`src/rtl/adder_arbiter_pkg.sv`:
```
// rtl/adder_arbiter_pkg.sv - shared types and constants for the adder arbiter
//
// Purpose : state encoding, operand width, excess-3 bias and event counter
//           width, plus the overflow rule shared by the adder.
// Ports   : none (package).

package adder_arbiter_pkg;

  // Operand and result width.
  localparam int W = 4;

  // Excess-3 bias added to every sum.
  localparam logic [W-1:0] E3_BIAS = W'(3);

  // Width of the optional completed-operation counters.
  localparam int CNT_W = 8;

  // Arbiter FSM states.
  typedef enum logic [1:0] {
    IDLE = 2'd0,
    EXEC = 2'd1,
    DONE = 2'd2
  } state_e;

  // Overflow is raised when both operands share a sign bit and the biased
  // sum's top bit differs from it.
  function automatic logic e3_overflow(input logic [W-1:0] a,
                                       input logic [W-1:0] b,
                                       input logic [W-1:0] s);
    return (a[W-1] == b[W-1]) && (s[W-1] != a[W-1]);
  endfunction

endpackage

```
`src/rtl/adder_arbiter_adder4.sv`:
```
// rtl/adder_arbiter_adder4.sv - 4-bit excess-3 biased adder (module adder4)
//
// Purpose : purely combinational; sum_e3 = (A + B + 3) mod 16 and the
//           matching overflow flag.
// Ports   : A        in  [3:0] first operand
//           B        in  [3:0] second operand
//           sum_e3   out [3:0] biased sum, wraps modulo 16
//           overflow out       sign-style overflow of the biased sum

module adder4
  import adder_arbiter_pkg::*;
(
  input  logic [W-1:0] A,
  input  logic [W-1:0] B,
  output logic [W-1:0] sum_e3,
  output logic         overflow
);

  // All three terms are W bits wide, so the carry out is simply dropped.
  assign sum_e3   = A + B + E3_BIAS;
  assign overflow = e3_overflow(A, B, sum_e3);

endmodule

```
`src/rtl/adder_arbiter.sv`:
```
// rtl/adder_arbiter.sv - two-requester round-robin arbiter around one adder4
//
// Purpose : arbitrates two requesters for a single excess-3 adder. A request
//           seen in IDLE latches the winner's operands, EXEC registers the
//           result, DONE pulses the owner's done for one cycle.
// Ports   : clk           in        single clock, rising edge
//           rst           in        synchronous active-high reset
//           req0, req1    in        requests, held until matching done
//           a0, b0        in  [3:0] operands of requester 0
//           a1, b1        in  [3:0] operands of requester 1
//           gnt0, gnt1    out       owner indication in EXEC and DONE
//           done0, done1  out       one-cycle result-valid pulse
//           sum_o         out [3:0] registered excess-3 sum
//           ovf_o         out       registered overflow flag
//           cnt0, cnt1    out [7:0] saturating completed-operation counts,
//                                   present only with ADDER_ARB_CNT_EN
// Config  : define ADDER_ARB_CNT_EN to add the cnt0/cnt1 counters.

module adder_arbiter
  import adder_arbiter_pkg::*;
(
  input  logic             clk,
  input  logic             rst,
  input  logic             req0,
  input  logic             req1,
  input  logic [W-1:0]     a0,
  input  logic [W-1:0]     b0,
  input  logic [W-1:0]     a1,
  input  logic [W-1:0]     b1,
  output logic             gnt0,
  output logic             gnt1,
  output logic             done0,
  output logic             done1,
  output logic [W-1:0]     sum_o,
`ifdef ADDER_ARB_CNT_EN
  output logic [CNT_W-1:0] cnt0,
  output logic [CNT_W-1:0] cnt1,
`endif
  output logic             ovf_o
);

  state_e         state_q;
  logic           ptr_q;     // favoured requester when both ask
  logic           owner_q;   // requester currently holding the adder
  logic [W-1:0]   op_a_q;
  logic [W-1:0]   op_b_q;
  logic           gnt0_q;
  logic           gnt1_q;
  logic           done0_q;
  logic           done1_q;
  logic [W-1:0]   sum_q;
  logic           ovf_q;

  logic           win_d;     // arbitration winner for the current IDLE cycle
  logic [W-1:0]   add_sum;
  logic           add_ovf;

  // A lone requester wins outright; the pointer only breaks ties.
  always_comb begin
    win_d = 1'b0;
    if (req0 && req1) begin
      win_d = ptr_q;
    end else if (req1) begin
      win_d = 1'b1;
    end
  end

  // The adder only ever sees the latched operands, so the requester may
  // change its a/b once the capture cycle has passed.
  adder4 u_adder4 (
    .A        (op_a_q),
    .B        (op_b_q),
    .sum_e3   (add_sum),
    .overflow (add_ovf)
  );

  always_ff @(posedge clk) begin
    if (rst) begin
      state_q <= IDLE;
      ptr_q   <= 1'b0;
      owner_q <= 1'b0;
      op_a_q  <= '0;
      op_b_q  <= '0;
      gnt0_q  <= 1'b0;
      gnt1_q  <= 1'b0;
      done0_q <= 1'b0;
      done1_q <= 1'b0;
      sum_q   <= '0;
      ovf_q   <= 1'b0;
    end else begin
      case (state_q)
        IDLE: begin
          done0_q <= 1'b0;
          done1_q <= 1'b0;
          if (req0 || req1) begin
            owner_q <= win_d;
            op_a_q  <= win_d ? a1 : a0;
            op_b_q  <= win_d ? b1 : b0;
            gnt0_q  <= !win_d;
            gnt1_q  <= win_d;
            state_q <= EXEC;
          end
        end
        EXEC: begin
          sum_q   <= add_sum;
          ovf_q   <= add_ovf;
          done0_q <= !owner_q;
          done1_q <= owner_q;
          // Hand priority to the other side as the result is delivered.
          ptr_q   <= !owner_q;
          state_q <= DONE;
        end
        DONE: begin
          gnt0_q  <= 1'b0;
          gnt1_q  <= 1'b0;
          done0_q <= 1'b0;
          done1_q <= 1'b0;
          state_q <= IDLE;
        end
        default: begin
          gnt0_q  <= 1'b0;
          gnt1_q  <= 1'b0;
          done0_q <= 1'b0;
          done1_q <= 1'b0;
          state_q <= IDLE;
        end
      endcase
    end
  end

  assign gnt0  = gnt0_q;
  assign gnt1  = gnt1_q;
  assign done0 = done0_q;
  assign done1 = done1_q;
  assign sum_o = sum_q;
  assign ovf_o = ovf_q;

`ifdef ADDER_ARB_CNT_EN
  logic [CNT_W-1:0] cnt0_q;
  logic [CNT_W-1:0] cnt1_q;

  // Counts advance on the same edge that raises done, so the new value is
  // visible together with the done pulse.
  always_ff @(posedge clk) begin
    if (rst) begin
      cnt0_q <= '0;
      cnt1_q <= '0;
    end else if (state_q == EXEC) begin
      if (!owner_q && (cnt0_q != {CNT_W{1'b1}})) begin
        cnt0_q <= cnt0_q + CNT_W'(1);
      end
      if (owner_q && (cnt1_q != {CNT_W{1'b1}})) begin
        cnt1_q <= cnt1_q + CNT_W'(1);
      end
    end
  end

  assign cnt0 = cnt0_q;
  assign cnt1 = cnt1_q;
`endif

endmodule

```
`config.mk`:
```
export PLATFORM = sky130hd
export DESIGN_NAME = adder_arbiter
export DESIGN_NICKNAME = d
export VERILOG_FILES = /design/src/rtl/adder_arbiter_pkg.sv /design/src/rtl/adder_arbiter_adder4.sv /design/src/rtl/adder_arbiter.sv
export SDC_FILE = /design/constraint.sdc
export NUM_CORES = 1
export LEC_CHECK = 0
export ABC_AREA = 1
export BUFFER_PORTS_ARGS = -buffer_cell sky130_fd_sc_hd__buf_2
export CORE_ASPECT_RATIO = 0.7
export CORE_MARGIN = 2
export CORE_UTILIZATION = 55
export CTS_CLUSTER_DIAMETER = 30
export DETAILED_ROUTE_END_ITERATION = 6
export PLACE_DENSITY = 0.87
export REMOVE_ABC_BUFFERS = 1
export SLEW_MARGIN = 20
export SYNTH_ARGS = -nofsm -noshare
export SYNTH_HDL_FRONTEND = slang
export SYNTH_SLANG_ARGS = --single-unit
```
`constraint.sdc`:
```
create_clock -name clk -period 3.3 [get_ports clk]
set_input_delay 0.33 -clock clk [delete_from_list [all_inputs] [get_ports clk]]
set_output_delay 0.33 -clock clk [all_outputs]
set_load 0.005 [all_outputs]
```
After elaboration in Yosys (flattened, before gate mapping)
Index checks and enable logic that the tools add are counted.
{ "classes": {"addsub": 2, "reduce_logical": 9, "mux": 10, "bitwise_logic": 1, "eq_ne": 4} }
{ "ops": {"columns": ["op", "count"], "rows": [
  ["$mux 4", 2],
  ["$add 4x2->4 const B", 1],
  ["$add 4x4->4", 1],
  ["$mux 1", 4],
  ["$pmux 1 s2", 2],
  ["$pmux 2 s2", 1],
  ["$reduce_and 2->1", 2],
  ["$eq 2x1->1 const B", 1],
  ["$logic_and 1x1->1", 2],
  ["$logic_not 1->1", 2],
  ["$logic_not 2->1", 1],
  ["$mux 2", 1],
  ["$ne 2x2->1 const B", 1],
  ["$reduce_or 2->1", 1],
  ["$eq 1x1->1", 1],
  ["$logic_or 1x1->1", 1],
  ["$ne 1x1->1", 1],
  ["$not 1->1", 1]
]} }
{ "totals": {"elab_cells": 37, "out_inout_bits": 9, "inputBits": 20, "reg_bits": 21} }

Logic depth before layout (Yosys ltp)
Gate-level depths: netlist of run 1.
{ "depth": {"ltp_word": 5, "ltp_mapped": 13, "mapped_depth_nobuf": 13} }

By module
Synthesis of run 1 repeated with hierarchy kept, for this count alone.
{ "hier_totals": {"cells_unflattened": 180, "area_unflattened_um2": 1126.1} }
{ "by_module_without_submodules": {"columns": ["mod", "instances", "area_each_um2", "cells_per_inst", "seq_area_each_um2"], "rows": [
  ["adder_arbiter", 1, 940.9, 145, 420.4],
  ["adder4", 1, 185.2, 35, 0.0]
]} }

Worst setup path after synthesis of run 1
OpenSTA, ideal clock, no wires.
{ "synth_timing": {"kind": "reg-to-reg", "startpoint": "reg op_a_q[1]", "endpoint": "reg sum_q[3], in the netlist sum_o[3]", "arrival_ns": 1.610, "n_path_buf": 0, "stages_incl_launch_ff": 13, "required_time_ns": 3.189, "setup_time_ns": 0.111, "path_slack_ns": 1.579, "cell_sequence": "dfxtp_1 inv_1 ha_1 inv_1 ha_1 inv_1 fa_1 nand2_1 nand2_1 nand2_1 nand2_1 o21ai_2 inv_2"} }
{ "synth_between": {"elab_chain_len": 2} }
{ "synth_lines": {"columns": ["item", "line", "source"], "rows": [
  ["start, declared", "adder_arbiter.sv:45", "logic [W-1:0] op_a_q;"],
  ["start signal, assigned", "adder_arbiter.sv:97", "op_a_q <= win_d ? a1 : a0;"],
  ["$add 4x4->4", "adder_arbiter_adder4.sv:20", "assign sum_e3 = A + B + E3_BIAS;"],
  ["$add 4x2->4", "adder_arbiter_adder4.sv:20", null],
  ["end signal, assigned", "adder_arbiter.sv:105", "sum_q <= add_sum;"],
  ["end, declared", "adder_arbiter.sv:51", "logic [W-1:0] sum_q;"]
]} }
No other way between the ends.
A chain may end at the register's enable or synchronous reset.

Final worst setup path of run 1
Same ends and word-level chain as after synthesis.

==> impl_metrics.json, run 1 <==
{
  "post-route-period-util_pct": 55.8,
  "synth_cell_types": 19,
  "place_congestion": 0.755,
  "design_area_sq_um": 1260,
  "path_buf_inv": 4,
  "status": "finished clean",
  "cts-buffers-inserted": 3,
  "netlist.area_leader.share_pct": 38.6,
  "ys_seq_area_share_pct": 38.6,
  "p_leak_uw": 0.000685,
  "drv_slew": 0,
  "yosysWarnings": 0,
  "synth-adder-area-share_pct": 6.44,
  "critPathKind": "register to register",
  "rsz0062_at_grt": "no",
  "synth_area_leaders": "dfxtp_1 (39%), nand2_1 (11%), inv_1 (9.7%)",
  "track_usage_pct": 22.1,
  "synth_top_flop_cell": "dfxtp_1",
  "vias": 1048,
  "synthSimpleGateAreaFrac_pct": 34.5,
  "met1_length_um": 942,
  "grt_pass1_wl_um": 3740,
  "cpMostUsedCell": "nand2_1",
  "worstHoldPathType": "input pin to register",
  "grt_pass1_vias": 920,
  "hold_viol": 0,
  "ctsRootBufferMaster": "clkbuf_4",
  "worstPathRequired_ns": 3.52,
  "clk_latency_ns": 0.31,
  "synth_xor_area_share_pct": 0,
  "pre_cts_slack_ns": 1.48,
  "cts_hold_buffers": 0,
  "synth_area_leader_cell": "dfxtp_1",
  "cp_top_family": "adder cells",
  "whs_path_depth": 2,
  "drt_first_pass_iters": 4,
  "drv_cap": 0,
  "fin_crit_ns": 1.84,
  "synth_compound_area_share_pct": 6.67,
  "rr_endpoint": "sum_o[3]$_SDFFE_PP0N_",
  "cp_max_fo": 3,
  "synth_mux_area_share_pct": 0,
  "synthArstFlopShare_pct": 0,
  "setup_ws_ns": 1.46,
  "drc": 0,
  "die_w_um": 57.2,
  "min_to": "gnt0$_SDFFE_PP0P_",
  "top_layer": "met4",
  "relSlewSlack_pct": 79.0,
  "place_area_sq_um": 1230,
  "fmax_ghz": 0.543,
  "peakVddDrop_mv": 0.322,
  "worst_setup_path_start_kind": "register",
  "wire_per_inst_um": 11.2,
  "finClkSkew_ns": 0.00479,
  "slowest_delay_ns": 0.38,
  "finalPower_uw": 560,
  "dr_wl_met2_um": 1140,
  "path_clk_slew_ns": 0.11,
  "coreArea_sq_um": 1850,
  "synth_top_family_by_area": "simple AND/OR/NAND/NOR gates",
  "viasPerCell": 5.19,
  "endpoint_kind": "register",
  "syn-mean-instance-area_sq_um": 7.21,
  "arrival_ns": 2.06,
  "post-route-util_pct": 67.9,
  "r2r-start": "op_a_q[1]$_SDFFE_PP0P_",
  "num_rows": 13,
  "netlist_instances": 151,
  "start_util_pct": 58.7,
  "antenna_found_initial": 0,
  "cts_resized": 0,
  "io_pins": 29,
  "die_h_um": 41.2,
  "cts_max_level": 1,
  "syn_area_sq_um": 1090,
  "crit_path_top_delay_cell": "fa_1",
  "layout-drive-gt1-share_pct": 26.1,
  "post_cts_buffers": 0,
  "clock-sinks": 21,
  "antennaDiodeCount": 0,
  "rrSetupSlack_ns": 1.46,
  "drtIter0Drc": 15,
  "drtAntennaViolNets": 0,
  "worstRegToRegCells": 12,
  "synth_edf_count": 0,
  "final_nets": 206,
  "io_buffers": 28,
  "cts_tree": "done",
  "setup_viol": 0,
  "area_delta_synth_final_pct": 15.6,
  "tightest_slew_ns": 0.314,
  "totalWireLength_um": 2260,
  "dpl.hpwl_um": 1850,
  "clock_path_buffers": 2,
  "fin_setup_tns_ns": 0,
  "overflow": 0,
  "power.density_nw_per_um2": 445,
  "route.met3.wl_um": 119,
  "min-delay-start": "rst",
  "ys_seq_elements": 21,
  "die-area_sq_um": 2360,
  "path_cells": "inv_1, ha_1, inv_1, ha_1, inv_1, fa_1, nand2_1, nand2_1, nand2_1, nand2_1, o21ai_2, inv_2",
  "grt_start_max_net_pins": 13
}
## metrics by stage
stage               hold WS [ns]  cells
finish                     0.317    202
global route               0.315    202
CTS                        0.309    202
detailed placement         0.454    198
global placement           0.446    198
floorplan                  0.399    148
## where the power goes
| group | switching [uW] | total [uW] | internal (uW) | leakage (uW) |
|---|---|---|---|---|
| Combinational | 88.0 | 146 | 58.2 | 0.000497 |
| Sequential | 15.4 | 293 | 277 | 0.000173 |
| Clock | 74.2 | 121 | 47.3 | 0.0000150 |
## routing by layer
layer / vias to the layer above / global-route usage (%)
li1: 530 / -
met1: 480 / 22.8
met2: 29 / 42.8
met3: 9 / 5.99
met4: 0 / 12.8
met5: - / 0
## synth_stat cells (3+ instances only)
cell type / n
a21oi_1: 8
dfxtp_1: 21
ha_1: 4
inv_1: 28
inv_2: 4
nand2_1: 31
nand2_2: 4
nand3_1: 20
nand4_1: 7
nor2_1: 9
nor2_4: 3
o21ai_0: 3
## worst register-to-register path: cells and delay by family, from the launching register on
kind / cells / cell delay, ns
compound gates: 1 / 0.12
flops: 1 / 0.35
buf+inv: 4 / 0.18
fa+ha+maj: 3 / 0.79
simple gates: 4 / 0.33
## final cells by class
| type | instances | area, sq um |
|---|---|---|
| Clock buffer | 4 | 26.3 |
| Fill cell | 177 | 596 |
| Inverter | 33 | 126 |
| Multi-Input combinational cell | 94 | 518 |
| Sequential cell | 21 | 420 |
| Tap cell | 22 | 27.5 |
| Timing Repair Buffer | 28 | 140 |
## worst max-delay path by stage
stage	startpoint	endpoint	slack, ns	cells past startpoint
final	op_a_q[1]$_SDFFE_PP0P_	sum_o[3]$_SDFFE_PP0N_	1.46	12
after CTS	op_a_q[1]$_SDFFE_PP0P_	sum_o[3]$_SDFFE_PP0N_	1.46	12
after detailed placement	op_a_q[1]$_SDFFE_PP0P_	sum_o[3]$_SDFFE_PP0N_	1.48	12
after global routing	op_b_q[1]$_SDFFE_PP0P_	sum_o[3]$_SDFFE_PP0N_	1.34	12
after global placement	op_a_q[1]$_SDFFE_PP0P_	sum_o[3]$_SDFFE_PP0N_	1.54	12
after floorplan	op_a_q[1]$_SDFFE_PP0P_	sum_o[3]$_SDFFE_PP0N_	1.58	12
## cell families (layout without fill, tap and decap cells)
logic type | after synthesis | after routing
compound gates | 13 | 13
fa+ha+maj | 5 | 5
buf+inv | 36 | 65
flops | 21 | 21
simple gates | 76 | 76
## sequential cells by signal, summed over array words and instances (netlist names)
name,cells
owner_q,1
done0,1
gnt1,1
op_a_q,4
ptr_q,1
gnt0,1
op_b_q,4
done1,1
ovf_o,1
state_q,2
sum_o,4
## cell usage in the layout, fill, tap and decap left out, types with 4 or more instances in the layout
cell / synthesis / layout
nand3_1: 20 / 20
ha_1: 4 / 4
a21oi_1: 8 / 8
dfxtp_1: 21 / 21
nand4_1: 7 / 7
buf_2: 1 / 28
inv_1: 28 / 28
nor2_1: 9 / 9
nand2_2: 4 / 4
inv_2: 4 / 4
nand2_1: 31 / 31
Power figures use the tool's default switching activity.
==> run 2, diff against run 1 <==
Settings changed: ABC_AREA 1 to 0, CORE_UTILIZATION 55 to 45, PLACE_DENSITY 0.87 to 0.77.
Clock period 3.3 ns to 1.6 ns, I/O delays scaled along.
==> impl_metrics.json, run 2 <==
{
  "worstHoldPathType": "input pin to register",
  "synth_most_common_cell": "dfxtp_1",
  "grt_pass1_wl_um": 3710,
  "cts_max_level": 1,
  "place_area_sq_um": 1180,
  "drt_first_pass_iters": 4,
  "coreArea_sq_um": 2150,
  "min_to": "op_b_q[0]$_SDFFE_PP0P_",
  "cp_max_fo": 2,
  "cts-buffers-inserted": 3,
  "critPathKind": "register to register",
  "rsz0062_at_grt": "yes",
  "dpl.hpwl_um": 1560,
  "final_common_cell": "buf_2",
  "grt_start_max_net_pins": 20,
  "synth_edf_count": 0,
  "ys_seq_elements": 21,
  "drc": 0,
  "finClkSkew_ns": 0.00621,
  "design_area_sq_um": 1260,
  "die_w_um": 61.2,
  "layout-drive-gt1-share_pct": 37.8,
  "netlist_top_cells_count": "dfxtp_1 (21), nand4_1 (12), inv_1 (10), o21ai_0 (8)",
  "power.density_nw_per_um2": 931,
  "drv_cap": 0,
  "start_util_pct": 47.9,
  "cts_tree": "done",
  "p_int_uw": 817,
  "slowest_delay_ns": 0.35,
  "synth_cell_types": 38,
  "totalWireLength_um": 2210,
  "syn_area_sq_um": 1030,
  "grt_pass1_vias": 852,
  "path_buf_inv": 3,
  "worst_setup_path_start_kind": "register",
  "setup_ws_ns": -0.339,
  "rr_endpoint": "ovf_o$_SDFFE_PP0N_",
  "worstPathRequired_ns": 1.83,
  "setup_viol": 2,
  "drtAntennaViolNets": 0,
  "clock_path_buffers": 2,
  "arrival_ns": 2.17,
  "area_delta_synth_final_pct": 21.9,
  "tightest_slew_ns": 0.346,
  "final_nets": 169,
  "wire_per_inst_um": 12.6,
  "ctsRootBufferMaster": "clkbuf_4",
  "antennaDiodeCount": 0,
  "place_congestion": 0.816,
  "overflow": 0,
  "ys_seq_area_share_pct": 40.7,
  "fin_crit_ns": 1.94,
  "track_usage_pct": 19.3,
  "post-route-period-util_pct": 121,
  "path_clk_slew_ns": 0.12,
  "die-area_sq_um": 2700,
  "antenna_found_initial": 0,
  "netlist_instances": 117,
  "netlist.area_leader.share_pct": 40.7,
  "vias": 953,
  "comb_power_share_pct": 26.8,
  "rrSetupSlack_ns": -0.34,
  "p_leak_uw": 0.000522,
  "io_pins": 29,
  "fin_setup_tns_ns": -0.479,
  "pre_cts_slack_ns": -0.466,
  "clk_latency_ns": 0.31,
  "path_cells": "inv_2, ha_4, inv_4, ha_4, inv_2, fa_2, xor2_2, or3_1, a311oi_2",
  "relSlewSlack_pct": 76.9,
  "whs_path_depth": 3,
  "hold_viol": 0,
  "synthArstFlopShare_pct": 0,
  "r2r-start": "op_b_q[1]$_SDFFE_PP0P_",
  "violations": "setup timing",
  "power.share.clock_pct": 21.6,
  "fmax_ghz": 0.516,
  "synth_area_leader_cell": "dfxtp_1",
  "crit_path_top_delay_cell": "dfxtp_2",
  "power.switching_uw": 355,
  "synth_area_leaders": "dfxtp_1 (41%), nand4_1 (7.3%), ha_1 (4.8%)",
  "min-delay-start": "b1[0]",
  "cp_top_family": "adder cells",
  "drtIter0Drc": 34,
  "die_h_um": 44.1,
  "clock-sinks": 21,
  "viasPerCell": 5.45,
  "num_rows": 14,
  "drv_slew": 0,
  "endpoint_kind": "register",
  "hold_slack_ns": 0.112,
  "yosysWarnings": 0,
  "mostFrequentLayoutCells": "buf_2 (28), dfxtp_1 (17), nand4_1 (12)",
  "status": "finished, violations left",
  "syn-mean-instance-area_sq_um": 8.82,
  "io_buffers": 28,
  "swShare_pct": 30.3,
  "worstRegToRegCells": 9,
  "peakVddDrop_mv": 0.441,
  "seq_power_share_pct": 51.6,
  "synth_top_flop_cell": "dfxtp_1"
}
[run 2: cell count changes in the layout (fill, tap and decap cells not counted), moves of 3 or more]
| cell | change |
|---|---|
| dfxtp_2 | +4 |
| nor2_1 | -3 |
| nand2_1 | -27 |
| nand4_1 | +5 |
| nand2b_1 | +3 |
| nand2_2 | -4 |
| ha_1 | -3 |
| a31oi_1 | +6 |
| inv_1 | -22 |
| nand3_1 | -16 |
| o21ai_0 | +4 |
| dfxtp_1 | -4 |
[run 2: kinds of logic after synthesis]
| logic type | synth area share [%] |
|---|---|
| xor gates and xnor gates | 2.55 |
| DFF | 40.7 |
| buffers and inverters | 8.36 |
| AOI/OAI and AO/OA | 18.4 |
| adders and majority gates | 6.79 |
| and+or+nand+nor | 23.2 |
[run 2: per-stage QoR]
step | total power (uW) | utilization [%] | instances
final | 1170 | 58.4 | 175
after floorplan | 774 | - | 109
after global routing | 1260 | 58.4 | 175
after CTS | 1170 | 57.8 | 175
after detailed placement | 883 | 54.7 | 171
after global placement | 874 | 54.7 | 171
[run 2: cell type report]
cell class / instances / area [sq um]
clock buffers: 3 / 22.5
clock inverters: 1 / 5.00
fillers: 214 / 896
inverters: 10 / 40.0
multi-input cells: 78 / 571
flip-flops and latches: 21 / 425
well taps: 32 / 40.0
repair buffers: 30 / 155
[run 2: how the worst max path moves through the flow]
stage	startpoint	end	slack, ns	cells after the start
finish	op_b_q[1]$_SDFFE_PP0P_	ovf_o$_SDFFE_PP0N_	-0.34	9
global route	op_b_q[1]$_SDFFE_PP0P_	ovf_o$_SDFFE_PP0N_	-0.44	9
CTS	op_b_q[1]$_SDFFE_PP0P_	ovf_o$_SDFFE_PP0N_	-0.40	9
detailed placement	op_a_q[1]$_SDFFE_PP0P_	ovf_o$_SDFFE_PP0N_	-0.47	9
global placement	op_a_q[1]$_SDFFE_PP0P_	ovf_o$_SDFFE_PP0N_	-0.40	9
floorplan	op_a_q[1]$_SDFFE_PP0P_	ovf_o$_SDFFE_PP0N_	-0.41	9
[run 2: power groups by stage]
stage               combinational (uW)  clock, uW  sequential [uW]
floorplan                          165          0              610
global placement                   262          0              612
detailed placement                 268          0              615
CTS                                302        262              605
global route                       356        291              612
finish                             315        253              605
[run 2: worst min-delay path: cells and delay by family]
kind | cells | cell delay [ns]
compound gates | 1 | 0.06
buf+inv | 1 | 0.09
simple gates | 1 | 0.07
[run 2: routing by layer]
metal | track usage [%] | wire length (um)
met3 | 7.60 | 193
met4 | 8.26 | 28
met2 | 30.0 | 1000
met5 | 0 | 0
met1 | 23.8 | 980
[run 2: repair_timing]
action / in CTS / in global routing
pin swaps: 7 / 4
endpoints found under the hold margin: 0 / 0
gates resized for setup: 13 / 4
setup buffers: 0 / 0
endpoints found under the setup margin: 3 / 3
hold buffers: 0 / 0
